[src/rtl/element_shift_register.sv]
// WIDTH-bit register with hold/load/shift/rotate/clear operations, serial in/out,
// and a saturating shift counter that flags when the contents have fully drained.
module element_shift_register #(
    parameter int unsigned      WIDTH       = 8,
    parameter logic [WIDTH-1:0] RESET_VALUE = '0,
    parameter int unsigned      CNT_W       = $clog2(WIDTH + 1)
) (
    input  logic             clock,
    input  logic             reset_n,
    input  logic             enable,
    input  logic [2:0]       mode,
    input  logic [WIDTH-1:0] data_in,
    input  logic             serial_in,
    output logic [WIDTH-1:0] out,
    output logic             serial_out,
    output logic [CNT_W-1:0] shift_count,
    output logic             drained
);

    typedef enum logic [2:0] {
        OP_HOLD  = 3'b000,
        OP_LOAD  = 3'b001,
        OP_SHL   = 3'b010,
        OP_SHR   = 3'b011,
        OP_ROL   = 3'b100,
        OP_ROR   = 3'b101,
        OP_ASR   = 3'b110,
        OP_CLEAR = 3'b111
    } op_e;

    localparam logic [CNT_W-1:0] CNT_MAX = CNT_W'(WIDTH);

    op_e              op;
    logic [WIDTH-1:0] data_q, data_d;
    logic             so_q, so_d;
    logic [CNT_W-1:0] cnt_q, cnt_d;
    logic [CNT_W-1:0] cnt_inc;

    assign op = op_e'(mode);

    // Counter sticks at WIDTH; shifting itself continues past saturation.
    assign cnt_inc = (cnt_q == CNT_MAX) ? cnt_q : cnt_q + CNT_W'(1);

    always_comb begin
        data_d = data_q;
        so_d   = so_q;
        cnt_d  = cnt_q;
        if (enable) begin
            case (op)
                OP_HOLD: ;
                OP_LOAD: begin
                    data_d = data_in;
                    cnt_d  = '0;
                end
                OP_SHL: begin
                    data_d = {data_q[WIDTH-2:0], serial_in};
                    so_d   = data_q[WIDTH-1];
                    cnt_d  = cnt_inc;
                end
                OP_SHR: begin
                    data_d = {serial_in, data_q[WIDTH-1:1]};
                    so_d   = data_q[0];
                    cnt_d  = cnt_inc;
                end
                OP_ROL: begin
                    data_d = {data_q[WIDTH-2:0], data_q[WIDTH-1]};
                    cnt_d  = cnt_inc;
                end
                OP_ROR: begin
                    data_d = {data_q[0], data_q[WIDTH-1:1]};
                    cnt_d  = cnt_inc;
                end
                OP_ASR: begin
                    data_d = {data_q[WIDTH-1], data_q[WIDTH-1:1]};
                    so_d   = data_q[0];
                    cnt_d  = cnt_inc;
                end
                OP_CLEAR: begin
                    data_d = '0;
                    so_d   = 1'b0;
                    cnt_d  = '0;
                end
                default: ;
            endcase
        end
    end

    always_ff @(posedge clock or negedge reset_n) begin
        if (!reset_n) begin
            data_q <= RESET_VALUE;
            so_q   <= 1'b0;
            cnt_q  <= '0;
        end else begin
            data_q <= data_d;
            so_q   <= so_d;
            cnt_q  <= cnt_d;
        end
    end

    assign out         = data_q;
    assign serial_out  = so_q;
    assign shift_count = cnt_q;
    assign drained     = (cnt_q == CNT_MAX);

endmodule

[config.mk]
export PLATFORM = sky130hd
export DESIGN_NAME = element_shift_register
export DESIGN_NICKNAME = d
export VERILOG_FILES = /design/src/rtl/element_shift_register.sv
export SDC_FILE = /design/constraint.sdc
export NUM_CORES = 1
export LEC_CHECK = 0
export ABC_AREA = 0
export CAP_MARGIN = 20
export CORE_MARGIN = 3
export CORE_UTILIZATION = 41
export DETAILED_ROUTE_END_ITERATION = 12
export PLACE_DENSITY_LB_ADDON = 0.12
export SLEW_MARGIN = 20
export SYNTH_ARGS = -nofsm -noshare
export SYNTH_HDL_FRONTEND = slang
export SYNTH_SLANG_ARGS = --single-unit
[constraint.sdc]
create_clock -name clock -period 1.6 [get_ports clock]
set_input_delay 0.16 -clock clock [delete_from_list [all_inputs] [get_ports clock]]
set_output_delay 0.16 -clock clock [all_outputs]
set_load 0.005 [all_outputs]
==> flow_metrics.tcl <==
set metrics [dict create \
    grt_use_total_pct 19.8 \
    synth.avg_cell_area_um2 9.13 \
    area_delta_synth_final_pct 53.0 \
    path_class "reg2reg" \
    cts.clk_slew.worst_paths_ns 0.08 \
    grt_max_degree 15 \
    ys_warn_count 0 \
    p_per_area_nw_per_um2 981 \
    final_area_um2 1400 \
    multi_input_area_um2 553 \
    dp_hpwl_mm 1.87 \
    die_x_um 53.2 \
    synth_edf_count 0 \
    ys_seq_elements 13 \
    cts_made_buffers 3 \
    synth_cell_type_count 33 \
    drv_cap 0 \
    ys_seq_area_share_pct 35.6 \
    hold_viol 0 \
    antenna_left 0 \
    port_buffers 28 \
    status "complete, no violations" \
    met2_usage_pct 27.6 \
    synth_nets 117 \
    viasPerCell 5.45 \
    setup_viol 0 \
    p_switching_uw 460 \
    rows 16 \
    seqPwrFrac_pct 35.8 \
    leakage_nw 0.618 \
    busiest_layer "met1" \
    wl_per_cell_um 14.8 \
    vias 943 \
    diodes 0 \
    drcViolationCount 0 \
    grt_pass1_wl_mm 3.96 \
    power.share.clock_pct 15.5 \
    synth-async-reset-ratio_pct 100 \
    numClockSinks 13 \
    tightest_slew_ns 0.322 \
    drive_above_1_share_pct 21.9 \
    fin_util_pct 68.4 \
    critPathMaxFanout 4 \
    nets 164 \
    total_power_mw 1.37 \
    dp_slack_ns -0.159 \
    r2r_setup_slack_ns 0.03 \
    n_fill_cell 172 \
    grt-ovfl-total 0 \
    final_common_cell "clkdlybuf4s50_1" \
    setup_ws_ns 0.0259 \
    dr.pass1.iters 4 \
    fmax_mhz 635 \
    required_ns 1.78 \
    p_sw_share_pct 33.5 \
    layout_common_cells "clkdlybuf4s50_1, buf_4, dfrtp_1" \
    start_util_pct 44.7 \
    holdBufCountCts 0 \
    cp.arrival_ns 1.75 \
    root_buffer "clkbuf_4" \
    endpoint_kind "flip-flop" \
    cts_tree "yes" \
    power.internal_uw 911 \
    layout_min_cycle_time_ns 1.57 \
    met1_usage_pct 28.4 \
    hp-class "in2async" \
    ff_latch_area_um2 325 \
    skew_ns 0.00212 \
    first_global_vias 853 \
    rsz0062_at_grt "true" \
    p_comb_share_pct 48.7 \
    routed_wl_mm 2.55 \
    htree_levels 1 \
    die-area_um2 2830 \
    gp_congestion 0.798 \
    drv_slew 0 \
    grt_antenna_before_repair 0 \
    slew_headroom_pct 78.5 \
    synth_area_um2 913 \
    critPathLaunchType "flip-flop" \
    whs_ns 0.175 \
    dr.first_iter.drc_count 28 \
    ctsLongestPathBuffers 2 \
    die-height_um 53.2 \
    met3_usage_pct 3.94 \
    clk_latency_ns 0.28 \
    ir_drop_uv 879 \
    syn_inst 100 \
    core-area_um2 2040 \
    postPlaceCellArea_um2 1350 \
    ios 29 \
    ys.flop_type "dfrtp_1" \
    fin_crit_sh_pct 98.4 \
]
-- stage by stage --
stage	setup TNS (ns)	std cells
2_1_floorplan	0	100
6_report	0	173
4_1_cts	0	172
3_5_place_dp	-0.990	168
5_1_grt	-0.107	173
3_3_place_gp	-0.789	168
-- power by group through the flow --
stage               registers (mW)  logic [mW]  clock network (mW)
finish                       0.491       0.668               0.212
global route                 0.505       0.728               0.237
CTS                          0.490       0.663               0.220
detailed placement           0.494       0.661                   0
global placement             0.491       0.641                   0
floorplan                    0.509       0.258                   0
-- cell usage after synthesis, types with 2 or more instances --
master,count,share of area [%]
dfrtp_1,13,36
nand2_1,12,4.9
nor2_1,11,4.5
mux2i_1,8,8.8
o21ai_0,8,4.4
a221oi_1,7,6.7
inv_1,5,2.1
buf_2,3,1.6
a211oi_1,2,1.6
a21boi_0,2,1.6
and2_1,2,1.4
ha_1,2,2.7
nand2b_1,2,1.4
nor2b_1,2,1.4
o21ai_2,2,1.9
o31ai_1,2,1.6
-- logic make-up (layout without fill, tap and decap cells) --
group / Yosys count / in the layout / synth area share (%)
AO/OA/AOI/OAI: 30 / 30 / 24.5
XOR/XNOR: 2 / 2 / 2.74
adder cells (fa/ha/maj): 2 / 2 / 2.74
buffers and inverters: 9 / 55 / 4.93
flip-flops: 13 / 13 / 35.6
multiplexers: 9 / 9 / 10.4
AND/OR/NAND/NOR: 35 / 35 / 19.0
-- worst max-delay path, stage by stage, from the launching register on --
cell and delay [ns]:
dfrtp_1 0.37, inv_1 0.06, ha_1 0.19, and3b_2 0.25, a21boi_2 0.19, o21ai_2 0.11, mux2_4 0.31
-- registers in the layout, summed over array words and instances (netlist names) --
signal,flops
out,8
shift_count,4
serial_out,1
-- layer usage --
layer,wire length [um],vias to the layer above
li1,-,459
met1,1210,451
met2,1180,29
met3,131,4
met4,34,0
met5,0,-
-- area by class of cell --
cell class / count / share of cell area, %
Clock buffer: 4 / 1.88
Inverter: 5 / 1.34
Multi-Input combinational cell: 78 / 39.6
Sequential cell: 13 / 23.3
Tap cell: 27 / 2.42
Timing Repair Buffer: 46 / 31.5
-- path summary, 6_finish.rpt --
kind / from / endpoint / cells past startpoint
max in group asynchronous: reset_n / out[6] / 2
min: reset_n / shift_count[0] / 2
min reg2reg: serial_out / serial_out / 2
max reg2reg: shift_count[0] / shift_count[0] / 6
min in group clock: data_in[0] / out[0] / 3
max: shift_count[0] / shift_count[0] / 6
-- what timing repair did --
| item | in CTS | in global routing |
|---|---|---|
| buffers inserted | 0 | 1 |
| resized for setup | 2 | 3 |
| setup endpoints to repair | 1 | 3 |
| hold endpoints to repair | 0 | 0 |
Note: power is estimated with default switching activity, not from simulation.
